## src/rtl/div_window_counter_if.sv

```systemverilog
// Window-gate / abort request and captured-count result bundle between the refclk-side controller and the divclk counter.
interface div_window_counter_if #(
    parameter int COUNT_WIDTH = 16
);
    logic                   gate_async;
    logic                   abort_async;
    logic [COUNT_WIDTH-1:0] count_out;
    logic                   result_tgl;
    logic                   busy;
    logic                   overflow;
    logic                   timeout;

    modport master (
        output gate_async, abort_async,
        input  count_out, result_tgl, busy, overflow, timeout
    );

    modport slave (
        input  gate_async, abort_async,
        output count_out, result_tgl, busy, overflow, timeout
    );
endinterface

```

## src/rtl/div_window_counter.sv

```systemverilog
// Counts divclk cycles while the synchronised refclk gate is high and publishes the count with a toggle handshake.
// Result lands 1 divclk after gate_s falls; no backpressure, consumer samples count_out after the toggle edge.
module div_window_counter #(
    parameter int COUNT_WIDTH = 16,
    parameter int SYNC_STAGES = 2,
    parameter int MAX_WINDOW  = 0
) (
    input  logic                 divclk,
    input  logic                 rst_n,
    div_window_counter_if.slave  bus
);
    typedef enum logic [1:0] {
        IDLE     = 2'd0,
        COUNT    = 2'd1,
        WAIT_LOW = 2'd2
    } state_t;

    localparam logic [COUNT_WIDTH-1:0] CNT_MAX    = '1;
    localparam logic [COUNT_WIDTH-1:0] CNT_ONE    = COUNT_WIDTH'(1);
    localparam logic [COUNT_WIDTH-1:0] WIN_LIMIT  = COUNT_WIDTH'(MAX_WINDOW);
    localparam bit                     TIMEOUT_EN = (MAX_WINDOW != 0);

    logic [SYNC_STAGES-1:0] r_gate_sync;
    logic [SYNC_STAGES-1:0] r_abort_sync;
    logic                   r_gate_d;
    state_t                 r_state;
    logic [COUNT_WIDTH-1:0] r_cnt;
    logic                   r_sat;
    logic [COUNT_WIDTH-1:0] r_count_out;
    logic                   r_result_tgl;
    logic                   r_busy;
    logic                   r_overflow;
    logic                   r_timeout;

    logic w_gate_s;
    logic w_abort_s;
    logic w_rise;

    assign w_gate_s  = r_gate_sync[SYNC_STAGES-1];
    assign w_abort_s = r_abort_sync[SYNC_STAGES-1];
    assign w_rise    = w_gate_s & ~r_gate_d;

    always_ff @(posedge divclk or negedge rst_n) begin
        if (!rst_n) begin
            r_gate_sync  <= '0;
            r_abort_sync <= '0;
            r_gate_d     <= 1'b0;
            r_state      <= IDLE;
            r_cnt        <= '0;
            r_sat        <= 1'b0;
            r_count_out  <= '0;
            r_result_tgl <= 1'b0;
            r_busy       <= 1'b0;
            r_overflow   <= 1'b0;
            r_timeout    <= 1'b0;
        end else begin
            r_gate_sync  <= {r_gate_sync[SYNC_STAGES-2:0], bus.gate_async};
            r_abort_sync <= {r_abort_sync[SYNC_STAGES-2:0], bus.abort_async};
            r_gate_d     <= w_gate_s;

            // Abort discards the measurement without publishing anything.
            if (w_abort_s) begin
                r_state <= IDLE;
                r_cnt   <= '0;
                r_busy  <= 1'b0;
            end else begin
                case (r_state)
                    IDLE: begin
                        if (w_rise) begin
                            r_state <= COUNT;
                            r_cnt   <= CNT_ONE;
                            r_sat   <= 1'b0;
                            r_busy  <= 1'b1;
                        end
                    end
                    COUNT: begin
                        if (!w_gate_s) begin
                            r_count_out  <= r_cnt;
                            r_result_tgl <= ~r_result_tgl;
                            r_overflow   <= r_sat;
                            r_timeout    <= 1'b0;
                            r_state      <= IDLE;
                            r_busy       <= 1'b0;
                        end else if (TIMEOUT_EN && (r_cnt == WIN_LIMIT)) begin
                            r_count_out  <= WIN_LIMIT;
                            r_result_tgl <= ~r_result_tgl;
                            r_overflow   <= r_sat;
                            r_timeout    <= 1'b1;
                            r_state      <= WAIT_LOW;
                        end else if (r_cnt == CNT_MAX) begin
                            r_sat <= 1'b1;
                        end else begin
                            r_cnt <= r_cnt + CNT_ONE;
                        end
                    end
                    WAIT_LOW: begin
                        if (!w_gate_s) begin
                            r_state <= IDLE;
                            r_busy  <= 1'b0;
                        end
                    end
                    default: begin
                        r_state <= IDLE;
                        r_cnt   <= '0;
                        r_busy  <= 1'b0;
                    end
                endcase
            end
        end
    end

    assign bus.count_out  = r_count_out;
    assign bus.result_tgl = r_result_tgl;
    assign bus.busy       = r_busy;
    assign bus.overflow   = r_overflow;
    assign bus.timeout    = r_timeout;
endmodule

```

## src/flat_wrapper.sv

```systemverilog
// flat-port wrapper written by rule: the top's interface ports become plain ports
module div_window_counter_flat 
#(
    parameter int COUNT_WIDTH = 16,
    parameter int SYNC_STAGES = 2,
    parameter int MAX_WINDOW  = 0
)
  (divclk, rst_n, bus_gate_async, bus_abort_async, bus_count_out, bus_result_tgl, bus_busy, bus_overflow, bus_timeout);
  div_window_counter_if #(.COUNT_WIDTH(COUNT_WIDTH)) bus_i ();
  input  logic divclk;
  input  logic rst_n;
  input wire logic [$bits(bus_i.gate_async)-1:0] bus_gate_async;
  input wire logic [$bits(bus_i.abort_async)-1:0] bus_abort_async;
  output wire logic [$bits(bus_i.count_out)-1:0] bus_count_out;
  output wire logic [$bits(bus_i.result_tgl)-1:0] bus_result_tgl;
  output wire logic [$bits(bus_i.busy)-1:0] bus_busy;
  output wire logic [$bits(bus_i.overflow)-1:0] bus_overflow;
  output wire logic [$bits(bus_i.timeout)-1:0] bus_timeout;
  assign bus_i.gate_async = bus_gate_async;
  assign bus_i.abort_async = bus_abort_async;
  assign bus_count_out = bus_i.count_out;
  assign bus_result_tgl = bus_i.result_tgl;
  assign bus_busy = bus_i.busy;
  assign bus_overflow = bus_i.overflow;
  assign bus_timeout = bus_i.timeout;
  div_window_counter #(.COUNT_WIDTH(COUNT_WIDTH), .SYNC_STAGES(SYNC_STAGES), .MAX_WINDOW(MAX_WINDOW)) u_core (.divclk(divclk), .rst_n(rst_n), .bus(bus_i));
endmodule
```

## config.mk

```make
export PLATFORM = sky130hd
export DESIGN_NAME = div_window_counter_flat
export DESIGN_NICKNAME = d
export VERILOG_FILES = /design/src/rtl/div_window_counter_if.sv /design/src/rtl/div_window_counter.sv /design/src/flat_wrapper.sv
export SDC_FILE = /design/constraint.sdc
export NUM_CORES = 1
export LEC_CHECK = 0
export CORE_MARGIN = 8
export CORE_UTILIZATION = 49
export DETAILED_ROUTE_END_ITERATION = 10
export PLACE_DENSITY = 0.75
export SETUP_SLACK_MARGIN = 0.3
export SLEW_MARGIN = 20
export SYNTH_ARGS = -nofsm -noshare
export SYNTH_HDL_FRONTEND = slang
export SYNTH_SLANG_ARGS = --single-unit
```

## constraint.sdc

```tcl
create_clock -name divclk -period 1.56 [get_ports divclk]
set_clock_uncertainty 0.1 [all_clocks]
set_input_delay 0.312 -clock divclk [delete_from_list [all_inputs] [get_ports divclk]]
set_output_delay 0.312 -clock divclk [all_outputs]
set_load 0.1 [all_outputs]
```

Yosys cells after proc, flatten, opt, wreduce, memory -nomap -nowiden --
Cells that the tools add are included.
Cells by class: $add $sub $neg 1, reduce and logical (&&, ||, !) cells 7, bitwise logic cells 5, equality and inequality tests 11, muxes and demuxes 17
Operators with widths (count):
- $mux W16 | 4
- $pmux W16 S3 | 1
- $add A16 B1 Y16 const B | 1
- $eq A16 B16 Y1 const B | 1
- $ne A2 B1 Y1 const B | 4
- $mux W1 | 6
- $mux W2 | 3
- $ne A3 B1 Y1 const B | 2
- $reduce_and A5 Y1 | 1
- $not A1 Y1 | 4
- $pmux W1 S2 | 2
- $pmux W2 S2 | 1
- $reduce_and A4 Y1 | 1
- $ne A3 B2 Y1 const B | 1
- $ne A3 B3 Y1 const B | 1
- $reduce_and A3 Y1 | 1
- $eq A2 B1 Y1 const B | 1
- $eq A2 B2 Y1 const B | 1
- $logic_not A2 Y1 | 1
- $reduce_and A2 Y1 | 1
- $reduce_bool A2 Y1 | 1
- $reduce_or A2 Y1 | 1
- $and A1 B1 Y1 | 1
Word-level totals: input bits 4, flip-flop bits (word level) 43, word-level logic and storage cells 51

Longest topological paths before layout --
Gate-level depths: netlist (run 1).
word-level depth 5, gate-level depth with buffers 7, gate-level depth less buffers 6

Worst setup path before layout (run 1) --
OpenSTA, ideal clock, no wires.
path kind register to register, start point reg u_core.r_state[0], end point reg u_core.r_count_out[10], in the netlist u_core.bus.count_out[10], path buffers 1, setup time 0.125 ns, arrival 2.163 ns, slack -0.828 ns, cell stages (with the launch flop) 5, cells stage by stage dfrtp_1 nand2_1 nor2_2 buf_4 mux2_2
On the way: longest elaborated chain between the ends 2
Ends and longest elaborated chain:
- start: declaration | line div_window_counter.sv:26 | state_t r_state;
- start signal: assignment | line div_window_counter.sv:48 | r_state <= IDLE;
- start signal: assignment | line div_window_counter.sv:63 | r_state <= IDLE;
- start signal: assignment | line div_window_counter.sv:70 | r_state <= COUNT;
- $eq A2 B1 Y1 | line div_window_counter.sv:67 | case (r_state)
- $reduce_and A3 Y1 (no source line)
- end signal: assignment | line div_window_counter.sv:78 | r_count_out <= r_cnt;
- end: declaration | line div_window_counter.sv:29 | logic [COUNT_WIDTH-1:0] r_count_out;
Every way passes these cells. A chain may end at the register's enable or synchronous reset.

Worst setup path after layout (run 1) --
start point reg u_core.r_cnt[1], end point reg u_core.r_cnt[15]
On the way: longest elaborated chain between the ends 5, elaborated cells on any way between the ends 8, classes of those cells add/sub: 1; eq/ne: 2; mux: 4; reduce/logical: 1
Ends and longest elaborated chain:
- start: declaration | line div_window_counter.sv:27 | logic [COUNT_WIDTH-1:0] r_cnt;
- start signal: assignment | line div_window_counter.sv:93 | r_cnt <= r_cnt + CNT_ONE;
- $add A16 B1 Y16 | line div_window_counter.sv:93
- $mux W16 | line div_window_counter.sv:90 | end else if (r_cnt == CNT_MAX) begin
- $mux W16 | line div_window_counter.sv:77 | if (!w_gate_s) begin
- $pmux W16 S3 | line div_window_counter.sv:67
- $mux W16 | line div_window_counter.sv:62 | if (w_abort_s) begin
Several ways; a longest one is shown, not always the timed one. The select of a mux whose other input is x is not followed.

==> results of run 1 <==
-- metrics by stage --
stage                     std cells  hold WS, ns  power [uW]
after CTS                       283       0.2526        2312
final                           295       0.2507        2361
after global routing            295       0.2587        2437
after floorplan                 163     -0.08359        1363
after detailed placement        258       0.1983        1523
after global placement          258       0.1734        1516
-- worst max-delay path: cells and delay by family (launching register included) --
family	cells	cell delay (ns)
compound gates	2	0.47
flops	1	0.46
buf+inv	1	0.15
simple gates	3	0.59
-- flip-flops by register name, indices dropped and copies added (netlist names) --
register               cells
u_core.bus.result_tgl      1
u_core.r_state             1
u_core.r_abort_sync        2
u_core.bus.count_out      16
u_core.r_gate_sync         2
u_core.r_gate_d            1
u_core.bus.overflow        1
u_core.r_cnt              16
u_core.r_sat               1
-- synth_stat cells (all sizes together) --
cell type,count,area (sq um)
o21ai,7,35.03
mux2,17,191.4
a41o,1,10.01
mux2i,1,10.01
nand2b,2,12.51
a22oi,1,7.510
nand3,10,67.57
clkbuf,1,13.76
conb,1,3.750
nand2,13,48.80
xor2,1,8.760
and4,2,20.02
nor2b,1,6.260
a311oi,1,8.760
inv,4,15.01
or2,3,21.27
and3,3,21.27
a211oi,2,15.01
buf,6,47.54
a31oi,5,31.28
nor3,3,15.01
nor4,1,6.260
o311ai,5,43.79
o41ai,1,8.760
nand4,4,31.28
and2,2,15.02
ha,1,12.51
a22o,1,8.760
nor2,7,45.05
dfrtp,41,1026
o211ai,3,22.52
or3,2,12.51
o31ai,6,45.04
a21oi,4,20.02
-- per-layer routing --
metal / up-vias / routed length (um) / GRT usage, %
li1: 778 / - / -
met5: - / 0 / 0
met3: 28 / 489 / 5.011
met4: 0 / 297 / 12.78
met1: 938 / 2713 / 22.19
met2: 101 / 3545 / 32.64
-- cell type report --
type	count	area, sq um
Clock buffer	7	96.34
Clock inverter	1	5.005
Fill cell	138	421.7
Inverter	4	17.52
Multi-Input combinational cell	112	1099
Sequential cell	41	1042
Tap cell	48	60.06
Timing Repair Buffer	82	974.7
-- logic make-up after synthesis --
kind of cell / share of synthesized area (%)
adder cells (fa/ha/maj): 0.6556
other: 0.1965
AO/OA/AOI/OAI: 13.44
XOR/XNOR: 0.4591
AND/OR/NAND/NOR: 16.92
flip-flops: 53.77
buffers and inverters: 3.999
multiplexers: 10.56
-- worst min path at each step --
stage,startpoint,endpoint,cells after the start
2_1_floorplan,rst_n,u_core.bus.count_out[0],0
3_3_place_gp,rst_n,u_core.bus.count_out[4],1
3_5_place_dp,rst_n,u_core.bus.count_out[5],1
4_1_cts,u_core.r_gate_sync[0],u_core.r_gate_sync[1],0
5_1_grt,u_core.r_gate_sync[0],u_core.r_gate_sync[1],0
6_report,u_core.r_gate_sync[0],u_core.r_gate_sync[1],0
-- repair_timing --
action / in CTS / in global routing
hold buffers: 1 / 0
hold endpoints to repair: 18 / 0
setup endpoints to repair: 54 / 55
gates resized for setup: 26 / 33
buffers inserted: 14 / 11
pin swaps: 16 / 21
gates cloned: 2 / 1
-- power groups by stage --
stage                     registers (uW)  clock network [uW]  logic [uW]
after floorplan                     1280                   0        78.3
after global placement              1150                   0         368
after detailed placement            1150                   0         374
after CTS                           1130                 767         418
after global routing                1130                 837         467
final                               1130                 782         449
==> metrics.cfg, run 1 <==
[route]
firstDrtPassIters = 4
final_antenna_net_count = 0
drt_iter0_drc = 155
vias_per_cell = 6.254
wl_per_cell_um = 23.89
vias = 1845
wirelength_um = 7047
drc = 0

[critical_path]
startpoint_type = flip-flop
endpoint_kind = flip-flop
crit_fanout = 3
cp_common_cell = nand4_1
r2r-start = u_core.r_cnt[1]
slowest_delay_ns = 0.46
cp_cell_sequence = nand4_1 -> nor2_2 -> buf_6 -> nand4_1 -> o211ai_1 -> o311ai_1
critPathLaunch = u_core.r_cnt[1]
r2r_cells = 6
rr_endpoint = u_core.r_cnt[15]
critPathRequiredTime_ns = 1.62
worstSetupPathType = flip-flop to flip-flop
cp.arrival_ns = 1.99
slowest_stage = dfrtp_1
critical_path.endpoint = u_core.r_cnt[15]
regToRegSetupSlack_ns = -0.37

[finish]
layout_commonest_cell = buf_4
layout-drive-gt1-share_pct = 62.75
diodes = 0
syn_to_final_growth_pct = 72.66
postLayoutCoreUtil_pct = 88.65
design_area_sq_mm = 0.003294
final_nets = 251
layout_common_cells = 41 x buf_4, 30 x dfrtp_1, 23 x buf_12, 17 x mux2_4, 13 x buf_6

[worst_hold_path]
hold_path.class = flip-flop to flip-flop

[clock_network]
cts_max_level = 2
tritoncts = done
numCtsBuffers = 5
path_clk_slew_ns = 0.07
cts_num_sinks = 41
clkLatencyLatePin_ns = 0.31
cts_buffer_depth = 2
cts-root-buf = clkbuf_8

[floorplan]
coreArea_sq_mm = 0.003716
die_area_sq_mm = 0.006147
rows = 22
die_height_um = 78.40
start_util_pct = 51.35
ios = 24
fp.dieW_um = 78.40

[timing]
fin_ws_ns = -0.3693
slew_headroom_pct = 65.96
min_period_over_period_pct = 123.7
post-route-min-period_ns = 1.929
slew_viol_final = 0
worstMarginPinSlew_ns = 0.5106
fin_tns_setup_ns = -2.029
rsz0062_at_grt = true
finalHoldViolCount = 0
fmax_mhz = 518.3
finalSetupViolCount = 18

[synthesis]
seq_area_frac_synth_pct = 53.77
avgSynthCellArea_sq_um = 11.71
synth_warnings = 0
syn-instance-count = 163
ys_types = 45
ys_seq_elements = 41
syn_area_sq_mm = 0.001908
syn_nets = 168

[power_and_ir_drop]
powerDensity_mw_per_mm2 = 716.6
swShare_pct = 29.06
power_frac_clock_pct = 33.1
seq_power_share_pct = 47.9
ir_worst_vdd_uv = 800.7
p_sw_uw = 686.1
leakage_uw = 0.001456
pwr-share-comb_pct = 19.0
p_int_uw = 1675

[placed_design]
hpwl_um = 3514
gp_congestion = 0.8601
port-buffer-count = 22
placed_area_sq_mm = 0.002716
dp_slack_ns = -0.07572

[grt]
grt_max_degree = 24
grt_pass1_wl_um = 9494
grt-ovfl-total = 0
antenna_found_initial = 0
grt_pass1_vias = 1886
grt_usage_pct = 19.74

[run]
drv_cap = 0

[outcome]
status = finished, violations left
violations = setup timing

Note: power is estimated with default switching activity, not from simulation.
==> inputs of run 2 (changes only) <==
Settings changed: CELL_PAD_IN_SITES_DETAIL_PLACEMENT set to 0, CELL_PAD_IN_SITES_GLOBAL_PLACEMENT set to 1, CORE_UTILIZATION 49 to 39, PLACE_DENSITY 0.75 to not set, PLACE_DENSITY_LB_ADDON set to 0.1, REMOVE_ABC_BUFFERS set to 1.
==> metrics.cfg, run 2 (synthesis results as in run 1) <==
[timing]
finalSetupViolCount = 14  ; was 18
fin_ws_ns = -0.1265  ; was -0.3693 ns
min_period_over_period_pct = 108.1  ; was 123.7%
finalHoldViolCount = 0  ; unchanged
fin_tns_setup_ns = -0.8943  ; was -2.029 ns
fmax_mhz = 593.0  ; was 518.3 MHz
slew_viol_final = 0  ; unchanged
rsz0062_at_grt = true  ; unchanged
post-route-min-period_ns = 1.686  ; was 1.929 ns

[critical_path]
cp.arrival_ns = 1.76  ; was 1.99 ns
crit_fanout = 5  ; was 3
worstSetupPathType = flip-flop to flip-flop  ; unchanged
endpoint_kind = flip-flop  ; unchanged
critPathRequiredTime_ns = 1.63  ; was 1.62 ns
startpoint_type = flip-flop  ; unchanged

[route]
wl_per_cell_um = 16.28  ; was 23.89 um
vias = 1641  ; was 1845
drt_iter0_drc = 78  ; was 155
wirelength_um = 5112  ; was 7047 um
drc = 0  ; unchanged
final_antenna_net_count = 0  ; unchanged
vias_per_cell = 5.226  ; was 6.254
firstDrtPassIters = 4  ; unchanged

[grt]
grt_usage_pct = 13.52  ; was 19.74%
grt_pass1_vias = 1728  ; was 1886
grt-ovfl-total = 0  ; unchanged
antenna_found_initial = 0  ; unchanged
grt_pass1_wl_um = 8038  ; was 9494 um
grt_max_degree = 42  ; was 24

[finish]
layout_common_cells = 42 x buf_4, 40 x dfrtp_1, 20 x buf_12, 17 x mux2_4, 17 x buf_6  ; was 41 x buf_4, 30 x dfrtp_1, 23 x buf_12, 17 x mux2_4, 13 x buf_6
layout-drive-gt1-share_pct = 56.28  ; was 62.75%
diodes = 0  ; unchanged
layout_commonest_cell = buf_4  ; unchanged
syn_to_final_growth_pct = 65.64  ; was 72.66%
final_nets = 252  ; was 251

[placed_design]
hpwl_um = 3054  ; was 3514 um
gp_congestion = 0.8441  ; was 0.8601
port-buffer-count = 22  ; unchanged
dp_slack_ns = -0.1420  ; was -0.07572 ns

[power_and_ir_drop]
seq_power_share_pct = 50.1  ; was 47.9%
ir_worst_vdd_uv = 707.6  ; was 800.7 uV
power_frac_clock_pct = 31.3  ; was 33.1%
power_uw = 2240  ; was 2361 uW
p_int_uw = 1607  ; was 1675 uW
pwr-share-comb_pct = 18.6  ; was 19.0%
leakage_uw = 0.001423  ; was 0.001456 uW
powerDensity_mw_per_mm2 = 708.8  ; was 716.6 mW/mm^2
swShare_pct = 28.29  ; was 29.06%
p_sw_uw = 633.7  ; was 686.1 uW

[clock_network]
numCtsBuffers = 5  ; unchanged
clkLatencyLatePin_ns = 0.29  ; was 0.31 ns
cts-root-buf = clkbuf_8  ; unchanged
path_clk_slew_ns = 0.08  ; was 0.07 ns
cts_num_sinks = 41  ; unchanged
tritoncts = done  ; unchanged
cts_buffer_depth = 2  ; unchanged
cts_max_level = 2  ; unchanged

[outcome]
status = finished, violations left  ; unchanged
violations = setup timing  ; unchanged

[floorplan]
start_util_pct = 40.40  ; was 51.35%
die_height_um = 85.95  ; was 78.40 um
rows = 25  ; was 22
coreArea_sq_mm = 0.004723  ; was 0.003716 sq mm
ios = 24  ; unchanged
fp.dieW_um = 85.95  ; was 78.40 um
die_area_sq_mm = 0.007387  ; was 0.006147 sq mm

[run]
drv_cap = 0  ; unchanged

[worst_hold_path]
hold_path.class = flip-flop to flip-flop  ; unchanged

-- run 2: cell type report --
cell class                 count  area [sq um]
tap                           67         83.83
fill                         358          1563
sequential                    41          1027
clock buffer                   7         86.33
inverter                       4         15.01
multi-input combinational    112          1006
timing repair buffer          83         942.2
-- run 2: power groups by stage --
stage / logic (uW) / registers (uW) / clock network [uW]
5_1_grt: 439 / 1130 / 760
3_3_place_gp: 361 / 1140 / 0
3_5_place_dp: 363 / 1140 / 0
6_report: 417 / 1120 / 700
2_1_floorplan: 53.3 / 1280 / 0
4_1_cts: 397 / 1120 / 720
-- run 2: path summary, 6_finish.rpt --
kind	startpoint	end	slack (ns)	cells past startpoint
worst max-delay path	u_core.r_cnt[1]	u_core.r_cnt[0]	-0.13	6
worst min-delay path	u_core.r_abort_sync[0]	u_core.r_abort_sync[1]	0.25	0
worst max register to register	u_core.r_cnt[1]	u_core.r_cnt[0]	-0.13	6
worst min register to register	u_core.r_abort_sync[0]	u_core.r_abort_sync[1]	0.25	0
max in group asynchronous	rst_n	u_core.r_state[0]	0.72	3
min in group asynchronous	rst_n	u_core.bus.count_out[10]	0.43	3
-- run 2: worst max-delay path, stage by stage (launching register included) --
cell and delay [ns]:
dfrtp_1 0.43, ha_4 0.18, nand3_4 0.11, or2_4 0.29
nor2_8 0.14, mux2i_1 0.23, a211oi_1 0.09
-- run 2: what timing repair did --
action	CTS	global route
hold buffers	1	0
pin swaps	21	9
hold endpoints to repair	41	0
gates cloned	1	2
setup endpoints to repair	53	54
gates resized for setup	34	45
buffers inserted	11	11
-- run 2: through the flow --
stage          instances  area [sq um]  hold WS (ns)  util [%]
2_1_floorplan        156          1847      -0.08359         -
3_3_place_gp         281          2619        0.2001     55.44
3_5_place_dp         281          2619        0.2031     55.44
4_1_cts              301          2895        0.2565     61.30
5_1_grt              314          3161        0.2695     66.91
6_report             314          3161        0.2536     66.91
-- run 2: layer usage --
layer	global-route usage (%)	vias up	share of wire (%)
li1	-	778	-
met1	15.44	820	43
met2	22.46	35	50
met3	4.585	8	5.1
met4	5.573	0	1.9
met5	0	-	0
